### config.mk
export PLATFORM = sky130hd
export DESIGN_NAME = ahb_spi_master_fifo_flat
export DESIGN_NICKNAME = d
export VERILOG_FILES = /design/src/rtl/ahb_spi_master_fifo_if.sv /design/src/rtl/ahb_spi_master_fifo.sv /design/src/flat_wrapper.sv
export SDC_FILE = /design/constraint.sdc
export NUM_CORES = 1
export LEC_CHECK = 0
export ABC_AREA = 1
export BUFFER_PORTS_ARGS = -buffer_cell sky130_fd_sc_hd__buf_2
export CORE_MARGIN = 5
export CORE_UTILIZATION = 43
export CTS_CLUSTER_DIAMETER = 200
export DETAILED_ROUTE_END_ITERATION = 10
export HOLD_SLACK_MARGIN = 0.15
export PLACE_DENSITY_LB_ADDON = 0.25
export SYNTH_ARGS = -nofsm -noshare
export SYNTH_HDL_FRONTEND = slang
export SYNTH_SLANG_ARGS = --single-unit
### constraint.sdc
create_clock -name HCLK -period 3.8 [get_ports HCLK]
set_input_delay 0.76 -clock HCLK [delete_from_list [all_inputs] [get_ports HCLK]]
set_output_delay 0.76 -clock HCLK [all_outputs]
set_load 0.02 [all_outputs]
### src/rtl/ahb_spi_master_fifo_if.sv
// rtl/ahb_spi_master_fifo_if.sv - AHB-lite bus bundle for ahb_spi_master_fifo
interface ahb_spi_master_fifo_if;
  logic        HSEL;
  logic        HREADY;
  logic [31:0] HADDR;
  logic        HWRITE;
  logic [2:0]  HSIZE;
  logic [31:0] HWDATA;
  logic [31:0] HRDATA;
  logic        HREADYOUT;

  modport master (output HSEL, HREADY, HADDR, HWRITE, HSIZE, HWDATA,
                  input  HRDATA, HREADYOUT);
  modport slave  (input  HSEL, HREADY, HADDR, HWRITE, HSIZE, HWDATA,
                  output HRDATA, HREADYOUT);
endinterface

### src/rtl/ahb_spi_master_fifo.sv
// rtl/ahb_spi_master_fifo.sv - AHB-lite SPI master with TX/RX byte FIFOs, runtime CPOL/CPHA and divider.
// Defining AHB_SPI_IRQ_EN adds the SPI_IRQ_o output and the IRQEN register at 0x18.
module ahb_spi_master_fifo #(
  parameter int NUM_SS     = 4,
  parameter int FIFO_DEPTH = 8,
  parameter int DIV_WIDTH  = 8
) (
  input  logic                  HCLK,
  input  logic                  HRESET,
  ahb_spi_master_fifo_if.slave  bus,
  input  logic                  SPI_MISO_i,
  output logic                  SPI_MOSI_o,
  output logic                  SPI_CLK_o,
  output logic [NUM_SS-1:0]     SPI_SS_o
`ifdef AHB_SPI_IRQ_EN
  , output logic                SPI_IRQ_o
`endif
);
  localparam int AW = $clog2(FIFO_DEPTH);
  localparam logic [AW:0] PTR_ONE = 1;
  localparam logic [2:0] A_CTRL = 3'd0, A_STAT = 3'd1, A_SS = 3'd2, A_DIV = 3'd3,
                         A_TX = 3'd4, A_RX = 3'd5, A_IRQ = 3'd6;

  typedef enum logic [1:0] {IDLE, SHIFT, DONE} state_e;
  state_e state_q, state_d;

  logic                 dp_valid_q, dp_write_q;
  logic [2:0]           dp_addr_q;
  logic                 en_q, cpha_q, cpol_q, tx_ovf_q, rx_ovf_q;
  logic [NUM_SS-1:0]    ss_q;
  logic [DIV_WIDTH-1:0] div_q, cnt_q, cnt_d;
  logic [3:0]           edge_q, edge_d;
  logic                 sck_q, sck_d, mosi_q, mosi_d;
  logic [7:0]           tx_sh_q, tx_sh_d, rx_sh_q, rx_sh_d;
  logic [7:0]           tx_mem [FIFO_DEPTH];
  logic [7:0]           rx_mem [FIFO_DEPTH];
  logic [AW:0]          tx_wp_q, tx_rp_q, rx_wp_q, rx_rp_q;
  logic                 tx_empty, tx_full, rx_empty, rx_full;
  logic                 tx_push, tx_pop, rx_push, rx_push_req, rx_pop, load;
  logic                 wr_en, rd_en, busy;
  logic [7:0]           tx_head, rx_head;
  logic [6:0]           status;
  logic [31:0]          rdata;
  logic                 unused_bus;

  assign unused_bus = ^{bus.HSIZE, bus.HADDR[31:5], bus.HADDR[1:0], bus.HWDATA};

  assign wr_en = dp_valid_q & dp_write_q;
  assign rd_en = dp_valid_q & ~dp_write_q;
  assign busy  = (state_q != IDLE);

  assign tx_empty = (tx_wp_q == tx_rp_q);
  assign tx_full  = (tx_wp_q[AW] != tx_rp_q[AW]) && (tx_wp_q[AW-1:0] == tx_rp_q[AW-1:0]);
  assign rx_empty = (rx_wp_q == rx_rp_q);
  assign rx_full  = (rx_wp_q[AW] != rx_rp_q[AW]) && (rx_wp_q[AW-1:0] == rx_rp_q[AW-1:0]);
  assign tx_head  = tx_mem[tx_rp_q[AW-1:0]];
  assign rx_head  = rx_mem[rx_rp_q[AW-1:0]];

  assign tx_push = wr_en && (dp_addr_q == A_TX) && !tx_full;
  assign rx_pop  = rd_en && (dp_addr_q == A_RX) && !rx_empty;
  assign rx_push = rx_push_req && !rx_full;

  assign status = {rx_ovf_q, tx_ovf_q, busy, rx_full, rx_empty, tx_full, tx_empty};

  assign SPI_SS_o      = ~ss_q;
  assign SPI_MOSI_o    = mosi_q;
  assign SPI_CLK_o     = (state_q == IDLE) ? cpol_q : sck_q;
  assign bus.HREADYOUT = 1'b1;
  assign bus.HRDATA    = rdata;

`ifdef AHB_SPI_IRQ_EN
  logic [6:0] irqen_q;
  logic       irq_q;
  assign SPI_IRQ_o = irq_q;
`endif

  always_comb begin
    rdata = '0;
    if (rd_en) begin
      case (dp_addr_q)
        A_CTRL: rdata[7:0] = {cpol_q, cpha_q, 5'b0, en_q};
        A_STAT: rdata[6:0] = status;
        A_SS:   rdata[NUM_SS-1:0] = ss_q;
        A_DIV:  rdata[DIV_WIDTH-1:0] = div_q;
        A_RX:   if (!rx_empty) rdata[7:0] = rx_head;
`ifdef AHB_SPI_IRQ_EN
        A_IRQ:  rdata[6:0] = irqen_q;
`endif
        default: rdata = '0;
      endcase
    end
  end

  // Edge index parity against CPHA picks sample vs shift; the final edge never shifts.
  always_comb begin
    state_d     = state_q;
    cnt_d       = cnt_q;
    edge_d      = edge_q;
    sck_d       = sck_q;
    mosi_d      = mosi_q;
    tx_sh_d     = tx_sh_q;
    rx_sh_d     = rx_sh_q;
    tx_pop      = 1'b0;
    rx_push_req = 1'b0;
    load        = 1'b0;
    case (state_q)
      IDLE: if (en_q && !tx_empty) load = 1'b1;
      SHIFT: begin
        if (cnt_q == div_q) begin
          cnt_d  = '0;
          sck_d  = ~sck_q;
          edge_d = edge_q + 4'd1;
          if (edge_q[0] == cpha_q) begin
            rx_sh_d = {rx_sh_q[6:0], SPI_MISO_i};
          end else if (edge_q != 4'd15) begin
            mosi_d  = tx_sh_q[7];
            tx_sh_d = {tx_sh_q[6:0], 1'b0};
          end
          if (edge_q == 4'd15) state_d = DONE;
        end else begin
          cnt_d = cnt_q + DIV_WIDTH'(1);
        end
      end
      DONE: begin
        rx_push_req = 1'b1;
        if (en_q && !tx_empty) load = 1'b1;
        else state_d = IDLE;
      end
      default: state_d = IDLE;
    endcase
    if (load) begin
      tx_pop  = 1'b1;
      state_d = SHIFT;
      cnt_d   = '0;
      edge_d  = '0;
      sck_d   = cpol_q;
      if (cpha_q) begin
        tx_sh_d = tx_head;
      end else begin
        mosi_d  = tx_head[7];
        tx_sh_d = {tx_head[6:0], 1'b0};
      end
    end
  end

  always_ff @(posedge HCLK) begin
    if (tx_push) tx_mem[tx_wp_q[AW-1:0]] <= bus.HWDATA[7:0];
    if (rx_push) rx_mem[rx_wp_q[AW-1:0]] <= rx_sh_q;
  end

  always_ff @(posedge HCLK or posedge HRESET) begin
    if (HRESET) begin
      state_q    <= IDLE;
      cnt_q      <= '0;
      edge_q     <= '0;
      sck_q      <= 1'b0;
      mosi_q     <= 1'b0;
      tx_sh_q    <= '0;
      rx_sh_q    <= '0;
      dp_valid_q <= 1'b0;
      dp_write_q <= 1'b0;
      dp_addr_q  <= '0;
      en_q       <= 1'b0;
      cpha_q     <= 1'b0;
      cpol_q     <= 1'b0;
      ss_q       <= '0;
      div_q      <= '0;
      tx_ovf_q   <= 1'b0;
      rx_ovf_q   <= 1'b0;
      tx_wp_q    <= '0;
      tx_rp_q    <= '0;
      rx_wp_q    <= '0;
      rx_rp_q    <= '0;
`ifdef AHB_SPI_IRQ_EN
      irqen_q    <= '0;
      irq_q      <= 1'b0;
`endif
    end else begin
      state_q    <= state_d;
      cnt_q      <= cnt_d;
      edge_q     <= edge_d;
      sck_q      <= sck_d;
      mosi_q     <= mosi_d;
      tx_sh_q    <= tx_sh_d;
      rx_sh_q    <= rx_sh_d;
      dp_valid_q <= bus.HSEL & bus.HREADY;
      dp_write_q <= bus.HWRITE;
      dp_addr_q  <= bus.HADDR[4:2];
      if (wr_en && dp_addr_q == A_CTRL) begin
        en_q <= bus.HWDATA[0];
        if (!busy) begin
          cpha_q <= bus.HWDATA[6];
          cpol_q <= bus.HWDATA[7];
        end
      end
      if (wr_en && dp_addr_q == A_SS) ss_q <= bus.HWDATA[NUM_SS-1:0];
      if (wr_en && dp_addr_q == A_DIV && !busy) div_q <= bus.HWDATA[DIV_WIDTH-1:0];
      if (wr_en && dp_addr_q == A_TX && tx_full) tx_ovf_q <= 1'b1;
      else if (wr_en && dp_addr_q == A_STAT && bus.HWDATA[5]) tx_ovf_q <= 1'b0;
      if (rx_push_req && rx_full) rx_ovf_q <= 1'b1;
      else if (wr_en && dp_addr_q == A_STAT && bus.HWDATA[6]) rx_ovf_q <= 1'b0;
      if (tx_push) tx_wp_q <= tx_wp_q + PTR_ONE;
      if (tx_pop)  tx_rp_q <= tx_rp_q + PTR_ONE;
      if (rx_push) rx_wp_q <= rx_wp_q + PTR_ONE;
      if (rx_pop)  rx_rp_q <= rx_rp_q + PTR_ONE;
`ifdef AHB_SPI_IRQ_EN
      if (wr_en && dp_addr_q == A_IRQ) irqen_q <= bus.HWDATA[6:0];
      irq_q <= |(status & irqen_q);
`endif
    end
  end
endmodule

### src/flat_wrapper.sv
// flat-port wrapper written by rule: the top's interface ports become plain ports
module ahb_spi_master_fifo_flat 
#(
  parameter int NUM_SS     = 4,
  parameter int FIFO_DEPTH = 8,
  parameter int DIV_WIDTH  = 8
)
  (HCLK, HRESET, SPI_MISO_i, SPI_MOSI_o, SPI_CLK_o, SPI_SS_o, bus_HSEL, bus_HREADY, bus_HADDR, bus_HWRITE, bus_HSIZE, bus_HWDATA, bus_HRDATA, bus_HREADYOUT);
  ahb_spi_master_fifo_if bus_i ();
  input  logic HCLK;
  input  logic HRESET;
  input  logic SPI_MISO_i;
  output logic SPI_MOSI_o;
  output logic SPI_CLK_o;
  output logic [NUM_SS-1:0] SPI_SS_o;
  input wire logic [$bits(bus_i.HSEL)-1:0] bus_HSEL;
  input wire logic [$bits(bus_i.HREADY)-1:0] bus_HREADY;
  input wire logic [$bits(bus_i.HADDR)-1:0] bus_HADDR;
  input wire logic [$bits(bus_i.HWRITE)-1:0] bus_HWRITE;
  input wire logic [$bits(bus_i.HSIZE)-1:0] bus_HSIZE;
  input wire logic [$bits(bus_i.HWDATA)-1:0] bus_HWDATA;
  output wire logic [$bits(bus_i.HRDATA)-1:0] bus_HRDATA;
  output wire logic [$bits(bus_i.HREADYOUT)-1:0] bus_HREADYOUT;
  assign bus_i.HSEL = bus_HSEL;
  assign bus_i.HREADY = bus_HREADY;
  assign bus_i.HADDR = bus_HADDR;
  assign bus_i.HWRITE = bus_HWRITE;
  assign bus_i.HSIZE = bus_HSIZE;
  assign bus_i.HWDATA = bus_HWDATA;
  assign bus_HRDATA = bus_i.HRDATA;
  assign bus_HREADYOUT = bus_i.HREADYOUT;
  ahb_spi_master_fifo #(.NUM_SS(NUM_SS), .FIFO_DEPTH(FIFO_DEPTH), .DIV_WIDTH(DIV_WIDTH)) u_core (.HCLK(HCLK), .HRESET(HRESET), .bus(bus_i), .SPI_MISO_i(SPI_MISO_i), .SPI_MOSI_o(SPI_MOSI_o), .SPI_CLK_o(SPI_CLK_o), .SPI_SS_o(SPI_SS_o));
endmodule
==> results of run 1 <==
[sequential cells by signal, indices dropped and copies added, names as in the netlist, 8 cells and up]
name,cells
u_core.rx_mem,64
u_core.tx_mem,64
u_core.cnt_q,8
u_core.div_q,8
u_core.rx_sh_q,8
u_core.tx_sh_q,8
[layer usage]
layer / up-vias / routed length [µm]
li1: 3142 / -
met1: 2974 / 8684
met2: 132 / 9477
met3: 27 / 837
met4: 0 / 393
met5: - / 0
[final timing paths]
check                                  start                   to  slack, ns  depth (start not counted)
max                        u_core.rx_rp_q[1]        bus_HRDATA[5]       0.58                          8
min                             bus_HADDR[2]  u_core.dp_addr_q[0]       0.43                          1
max reg2reg                u_core.rx_rp_q[1]  u_core.rx_mem[4][2]       1.11                          7
min reg2reg                u_core.tx_sh_q[1]    u_core.tx_sh_q[1]       0.49                          2
max in group asynchronous             HRESET    u_core.tx_sh_q[4]       2.50                          3
min in group asynchronous             HRESET      u_core.div_q[3]       0.45                          2
[area by class of cell]
| type | count | area, µm² |
|---|---|---|
| Fill cell | 1929 | 10910 |
| Sequential cell | 198 | 5595 |
| Multi-Input combinational cell | 609 | 2863 |
| Inverter | 120 | 451.7 |
| Clock buffer | 18 | 429.2 |
| Tap cell | 275 | 344.1 |
| Timing Repair Buffer | 43 | 247.7 |
| Clock inverter | 14 | 178.9 |
[cell usage in the layout, fill, tap and decap left out, types with 3 or more instances in the layout]
cell / Yosys / final
nand2_1: 256 / 256
edfxtp_1: 128 / 128
inv_1: 113 / 112
nand3_1: 84 / 84
nor2_1: 82 / 82
dfrtp_1: 70 / 70
o21ai_0: 62 / 62
buf_2: 13 / 30
o22ai_1: 25 / 25
conb_1: 2 / 25
clkbuf_16: 0 / 17
a21oi_1: 15 / 15
xor2_1: 14 / 14
buf_4: 28 / 13
xnor2_1: 10 / 10
nor3_1: 8 / 8
ha_1: 6 / 6
inv_2: 4 / 4
clkinv_8: 0 / 4
clkinv_1: 3 / 3
nand4_1: 3 / 3
nor2_2: 3 / 3
inv_8: 0 / 3
[kinds of logic after synthesis]
family | count (synthesis) | synth area share [%]
compound gates | 107 | 6.403
xor+xnor | 26 | 2.894
fa+ha+maj | 6 | 0.8191
buf+inv | 173 | 8.655
flops | 198 | 61.05
mux | 2 | 0.2321
other cells | 2 | 0.08194
simple gates | 443 | 19.86
[worst register-to-register path, cell delays in order (launching register included)]
cell      delay, ns
dfrtp_1        0.51
buf_4          0.26
xor2_1         0.17
nor2_1         0.08
nand3b_1       0.15
nand2_1        0.14
or2_2          0.36
nor2_1         0.65
[power by group through the flow]
stage               Combinational, mW  Clock, mW  Sequential (mW)
global placement                0.909          0             2.54
detailed placement              0.923          0             2.54
finish                          0.918       1.82             2.49
CTS                             0.927       1.86             2.49
global route                     1.07       1.95             2.51
floorplan                       0.735          0             2.51
==> reports/metrics.cfg, run 1 <==
[timing]
skew_ns=0.01320
min_period_ns=3.223
fin_tns_setup_ns=0
tightest_slew_ns=0.9943
finalHoldViolCount=0
whs_ns=0.4328
slew_headroom_pct=33.64
final_max_slew_viol_count=0
setup_ws_ns=0.5772
fmax_ghz=0.3103
period_share_pct=84.81
setup_viol=0
grt_setup_unrepaired=no

[cts]
clock_latency_ns=0.44
cts_buffer_depth=2
htreeDepth=4
cts_resized=0
cts_tree=done
post_cts_buffers=0
cts_num_sinks=198
cts.clk_slew.worst_paths_ns=0.08
cts_hold_buf=0
cts_buffers=17
cts_root_buffer=clkbuf_16

[setup_path]
crit_required_ns=3.04
path_class=flop to output pin
critPathBufInv=2
worstSetupStartpointType=flop
cp_slowest_stage_delay_ns=0.49
crit_arrival_ns=2.46
end_kind=output pin
worstPathCellList=inv_1 > o21ai_0 > o22ai_1 > nand2_1 > nand2_1 > nand2_1 > a21oi_1 > buf_2
crit_family=buffers and inverters
path_max_fanout=17
crit_path_top_delay_cell=dfrtp_1
crit_top_cell=nand2_1

[floorplan]
ios=112
rows=53
dieArea_um2=24330
die_w_um=156.0
die_h_um=156.0
start_util_pct=43.60
coreArea_um2=21020

[global_routing]
overflow=0
track_usage_pct=16.60
grt-busiest-layer=met2
gr-usage-met1_pct=22.56
use_met3_pct=3.024
use_met2_pct=27.04
antenna_found_initial=0
grt_max_degree=49
grt_pass1_wl_um=31570
grt_pass1_vias=5931

[final_layout]
layout.nets=1068
final_area_um2=10110
instances_no_fill=1277
antenna_cells=0
layout-drive-gt1-share_pct=9.182
post-route-util_pct=48.09
layout-area-overhead-vs-synth_pct=10.31

[yosys]
synth.top_cells.by_count=nand2_1 (256), edfxtp_1 (128), inv_1 (113)
synth_cell_types=36
netlist_area_um2=9165
synthFlopType=edfxtp_1
ys_async_sr_fraction_pct=35.35
ys_seq_elements=198
yosysTopAreaCellShare_pct=41.94
postSynthCellCount=957
yosysWarnings=0
synth.area.top_cells=edfxtp_1 (42%), dfrtp_1 (19%), nand2_1 (10%), inv_1 (4.6%), nand3_1 (4.6%)
synth_edf_count=128
ys_seq_area_share_pct=61.05
synth_area_per_cell_um2=9.577
synth_largest_area_cell=edfxtp_1
synth.most_common_cell=nand2_1

[detailed_routing]
wirelength_um=19390
drc=0
dr.pass1.iters=5
drt-initial-drc-count=464
ant_nets=0
wire_per_inst_um=15.19
vias=6275
viasPerCell=4.914

[place]
place_hpwl_um=13320
place_inst=1245
dpl-instance-area_um2=9502
place_ws_ns=1.090
gp_congestion=0.8407
portBuffers=30

[power_and_ir_drop]
power_frac_seq_pct=47.6
p_leak_nw=4.497
p_sw_share_pct=30.19
power.internal_mw=3.649
ir_drop_v=0.0003705
totalPowerFinal_mw=5.228
power_frac_comb_pct=17.6
p_sw_mw=1.578
clkPwrFrac_pct=34.8
power_density_nw_per_um2=517.1

[outcome]
status=completed

[run]
maxCapViolations=0

[min_path]
hp-class=input port to flop

Power figures use the tool's default switching activity.
==> inputs of run 2 (changes only) <==
- clock period: 3.8 -> 2.7 ns (I/O delays scaled with it)
==> reports/metrics.cfg, run 2 (same netlist as run 1, synthesis figures left out) <==
[cts]
cts.clk_slew.worst_paths_ns=0.08  ; about the same
cts_tree=done
cts_num_sinks=198  ; unchanged
cts_buffer_depth=2  ; unchanged
cts_root_buffer=clkbuf_16
cts_buffers=17  ; unchanged
clock_latency_ns=0.43  ; about the same
cts_hold_buf=0  ; unchanged
htreeDepth=4  ; unchanged

[detailed_routing]
ant_nets=0  ; unchanged
dr.pass1.iters=5  ; unchanged
vias=6324  ; +0.78%
viasPerCell=4.880  ; -0.70%
drc=0  ; unchanged
wire_per_inst_um=15.27  ; +0.54%
wirelength_um=19790  ; +2.0%
drt-initial-drc-count=394  ; -15%

[final_layout]
final_common_cell=nand2_1
layout-drive-gt1-share_pct=11.95  ; +2.8 points
instances_no_fill=1296  ; +1.5%
post-route-util_pct=49.10  ; +1.0 points
antenna_cells=0  ; unchanged
fillCellCount=1927  ; -0.10%
layout_common_cells=nand2_1 (255), edfxtp_1 (128), inv_1 (108)
layout-area-overhead-vs-synth_pct=12.61
layout.nets=1087  ; +1.8%

[power_and_ir_drop]
totalPowerFinal_mw=7.324  ; +40%
p_sw_share_pct=30.91  ; +0.72 points
p_leak_nw=4.571  ; +1.6%
ir_drop_v=0.0004752  ; +28%
power_density_nw_per_um2=709.6  ; +37%
power.internal_mw=5.060  ; +39%
power_frac_comb_pct=17.8  ; +0.2 points
p_sw_mw=2.264  ; +43%
power_frac_seq_pct=48.0  ; +0.4 points
clkPwrFrac_pct=34.2  ; -0.6 points

[run]
maxCapViolations=0  ; unchanged

[setup_path]
worstSetupStartpointType=flop
worstPathCellList=inv_2 > buf_12 > o21ai_0 > o22ai_1 > nand2_1 > nand2_1 > nand2_1 > a21oi_1 > buf_4
reg2reg_depth=8  ; +1
crit_family=compound AO/OA/AOI/OAI gates
r2r-end=u_core.rx_mem[6][2]
cp_slowest_stage_delay_ns=0.46  ; -0.03 ns
end_kind=output pin
crit_required_ns=2.16  ; -0.88 ns
crit_path_top_delay_cell=dfrtp_2
critPathBufInv=3  ; +1
reg2reg_slack_ns=0.62  ; -0.49 ns
r2r-start=u_core.rx_rp_q[0]
crit_top_cell=nand2_1
path_max_fanout=16  ; -1
path_class=flop to output pin
crit_arrival_ns=2.09  ; -0.37 ns

[place]
place_hpwl_um=13630  ; +2.3%
gp_congestion=0.8231  ; -2.1%
place_inst=1261  ; +1.3%
portBuffers=30  ; unchanged

[floorplan]
dieArea_um2=24330  ; unchanged
die_h_um=156.0  ; unchanged
coreArea_um2=21020  ; unchanged
die_w_um=156.0  ; unchanged
start_util_pct=43.60  ; unchanged
rows=53  ; unchanged
ios=112  ; unchanged

[outcome]
status=completed

[global_routing]
antenna_found_initial=0  ; unchanged
grt_pass1_wl_um=31370  ; -0.63%
overflow=0  ; unchanged
grt_max_degree=71  ; +45%
grt_pass1_vias=6016  ; +1.4%
track_usage_pct=16.59  ; about the same

[timing]
period_share_pct=97.56
fin_tns_setup_ns=0  ; unchanged
whs_ns=0.1548  ; -0.2780 ns
tightest_slew_ns=0.5781  ; -0.4162 ns
finalHoldViolCount=0  ; unchanged
fmax_ghz=0.3796
slew_headroom_pct=61.31  ; +28 points
grt_setup_unrepaired=yes
min_period_ns=2.634
skew_ns=0.01388  ; +0.0006794 ns
setup_viol=0  ; unchanged
final_max_slew_viol_count=0  ; unchanged

[min_path]
hp-class=input port to asynchronous set/reset pin

run 2: cell types whose count changed in the layout (fill, tap and decap cells not counted), sizes merged:
cell,previous run,this run
buf,43,61
clkinvlp,2,1
bufinv,1,0
clkinv,10,13
run 2: worst max path at each step:
| stage | from | end | depth (start not counted) |
|---|---|---|---|
| floorplan | HRESET | u_core.SPI_MOSI_o | 1 |
| global placement | u_core.rx_rp_q[0] | bus_HRDATA[5] | 9 |
| detailed placement | u_core.rx_rp_q[0] | bus_HRDATA[5] | 9 |
| CTS | u_core.rx_rp_q[0] | bus_HRDATA[5] | 9 |
| global route | u_core.rx_rp_q[0] | bus_HRDATA[5] | 9 |
| finish | u_core.rx_rp_q[0] | bus_HRDATA[5] | 9 |
run 2: worst min-delay path, delay by kind of cell:
| family | cells | cell delay, ns |
|---|---|---|
| buffers and inverters | 3 | 0.47 |
run 2: final cells by class:
cell class	instances	area, µm²	share of cell area, %
timing repair buffer	62	444.2	4.304
sequential	198	5598	54.24
tap	275	344.1	3.334
multi-input combinational	609	2880	27.91
clock buffer	17	425.4	4.122
inverter	120	454.2	4.401
clock inverter	15	175.2	1.697
run 2: power by group through the flow:
stage          Sequential [mW]  Clock (mW)  Combinational (mW)
6_report                  3.51        2.51                1.30
5_1_grt                   3.53        2.69                1.49
4_1_cts                   3.51        2.55                1.32
3_5_place_dp              3.58           0                1.31
3_3_place_gp              3.57           0                1.28
2_1_floorplan             3.53           0                1.04
run 2: metal layers:
layer / vias up / track usage [%] / part of all wire [%]
met3: 15 / 3.051 / 3.6
met5: - / 0 / 0
met1: 3014 / 21.83 / 45
met4: 0 / 4.377 / 1.0
met2: 109 / 28.39 / 51
li1: 3186 / - / -
run 2: repair_timing:
action	4_1_cts	5_1_grt
pin swaps	0	2
buffers inserted	0	2
endpoints found under the setup margin	2	8
gates resized for setup	3	15
cloned	0	1
run 2: stage by stage:
| step | instance area, µm² | setup slack (ns) |
|---|---|---|
| global placement | 9647 | 0.4694 |
| CTS | 10250 | 0.01099 |
| finish | 10320 | 0.06575 |
| detailed placement | 9647 | 0.4496 |
| floorplan | 9251 | 0.3918 |
| global route | 10320 | -0.07470 |
==> inputs of run 3 (changes only) <==
- CORE_MARGIN: 5 -> default
==> reports/metrics.cfg, run 3 (same netlist as run 1, synthesis figures left out) <==
[place]
place_hpwl_um=13300  ; -2.4%
portBuffers=30  ; unchanged
place_inst=1262  ; +0.079%
gp_congestion=0.8198  ; -0.40%

[detailed_routing]
drt-initial-drc-count=474  ; +20%
ant_nets=0  ; unchanged
dr.pass1.iters=4  ; -1
wirelength_um=18970  ; -4.1%
drc=0  ; unchanged
wire_per_inst_um=14.66  ; -4.0%
vias=6340  ; +0.25%
viasPerCell=4.900  ; +0.41%

[timing]
tightest_slew_ns=0.6060  ; +0.02790 ns
period_share_pct=96.57  ; -1.0 points
final_max_slew_viol_count=0  ; unchanged
grt_setup_unrepaired=yes
slew_headroom_pct=59.55  ; -1.8 points
finalHoldViolCount=0  ; unchanged
skew_ns=0.01653  ; +0.002653 ns
fin_tns_setup_ns=0  ; unchanged
min_period_ns=2.607  ; -0.02695 ns
fmax_ghz=0.3835  ; +1.0%
setup_viol=0  ; unchanged

[setup_path]
crit_required_ns=2.16  ; about the same
path_max_fanout=7  ; -9
end_kind=output pin
path_class=flop to output pin
crit_arrival_ns=2.07  ; -0.02 ns
worstSetupStartpointType=flop

[floorplan]
coreArea_um2=20960  ; -0.32%
ios=112  ; unchanged
start_util_pct=43.74  ; +0.14 points
die_w_um=148.0  ; -5.1%
die_h_um=148.0  ; -5.1%
rows=53  ; unchanged
dieArea_um2=21900  ; -10%

[power_and_ir_drop]
power_density_nw_per_um2=714.2  ; +0.65%
p_leak_nw=4.544  ; -0.58%
ir_drop_v=0.0004664  ; -1.9%

[final_layout]
layout-area-overhead-vs-synth_pct=12.10
instances_no_fill=1294  ; -0.15%
antenna_cells=0  ; unchanged
final_common_cell=nand2_1
layout.nets=1085  ; -0.18%
layout_common_cells=nand2_1 (256), edfxtp_1 (128), inv_1 (112)
layout-drive-gt1-share_pct=10.99  ; -0.96 points

[cts]
htreeDepth=4  ; unchanged
cts_num_sinks=198  ; unchanged
cts.clk_slew.worst_paths_ns=0.08  ; about the same
cts_buffers=17  ; unchanged
cts_hold_buf=0  ; unchanged
cts_root_buffer=clkbuf_16
clock_latency_ns=0.44  ; about the same
cts_buffer_depth=2  ; unchanged
cts_tree=done

[global_routing]
overflow=0  ; unchanged
grt_pass1_vias=5972  ; -0.73%
grt_pass1_wl_um=30830  ; -1.7%
grt_max_degree=71  ; unchanged
track_usage_pct=18.48  ; +1.9 points
antenna_found_initial=0  ; unchanged

[min_path]
hp-class=input port to asynchronous set/reset pin

[outcome]
status=completed

[run]
maxCapViolations=0  ; unchanged

run 3: metal layers:
layer  track usage [%]  wire [µm]  vias up
met5                 0          0        -
met4             6.753        361        0
met3             3.086        712       31
met2             31.62       9533      139
met1             23.51       8366     2988
li1                  -          -     3182
run 3: report_power, final:
part	internal [mW]	switching (mW)	total [mW]	leakage, nW
clock	1.25	1.27	2.52	0.279
sequential	3.37	0.148	3.51	1.92
combinational	0.445	0.861	1.31	2.34
total	5.06	2.27	7.34	4.54
run 3: final cells by class:
cell class / count / area, µm²
clock buffers: 17 / 425.4
clock inverters: 15 / 178.9
fillers: 1955 / 10680
inverters: 120 / 450.4
multi-input cells: 609 / 2867
flip-flops and latches: 198 / 5597
well taps: 275 / 344.1
repair buffers: 60 / 411.6
run 3: stage by stage:
stage | instance area [µm²] | hold slack [ns] | power [mW] | worst slack [ns] | util (%)
floorplan | 9251 | 0.4492 | 4.570 | 0.3918 | -
global placement | 9641 | 0.4658 | 4.854 | 0.5025 | 46.01
detailed placement | 9641 | 0.4751 | 4.889 | 0.4943 | 46.01
CTS | 10240 | 0.1716 | 7.386 | 0.01147 | 48.89
global route | 10270 | 0.1660 | 7.683 | -0.006948 | 49.03
finish | 10270 | 0.1545 | 7.338 | 0.09269 | 49.03
run 3: critical path: stages (launching register included):
cell and delay [ns]:
dfrtp_1 0.39, inv_1 0.16, nand3_1 0.17, inv_1 0.24
a21oi_1 0.15, o21ai_1 0.10, inv_1 0.06, a21oi_1 0.19
buf_4 0.18
run 3: final timing paths:
path	startpoint	endpoint	slack, ns	depth (start not counted)
min in group HCLK	bus_HADDR[2]	u_core.dp_addr_q[0]	0.21	1
max	u_core.dp_addr_q[2]	bus_HRDATA[3]	0.09	8
min reg2reg	u_core.rx_wp_q[3]	u_core.rx_wp_q[3]	0.48	1
min	HRESET	u_core.cnt_q[3]	0.15	3
max in group asynchronous	HRESET	u_core.rx_rp_q[1]	2.20	3
max reg2reg	u_core.tx_wp_q[2]	u_core.tx_mem[6][4]	0.56	6
run 3: timing repair:
action                                  CTS  global route
endpoints found under the setup margin    0             7
buffers inserted                          0             0
resized for setup                         0            11
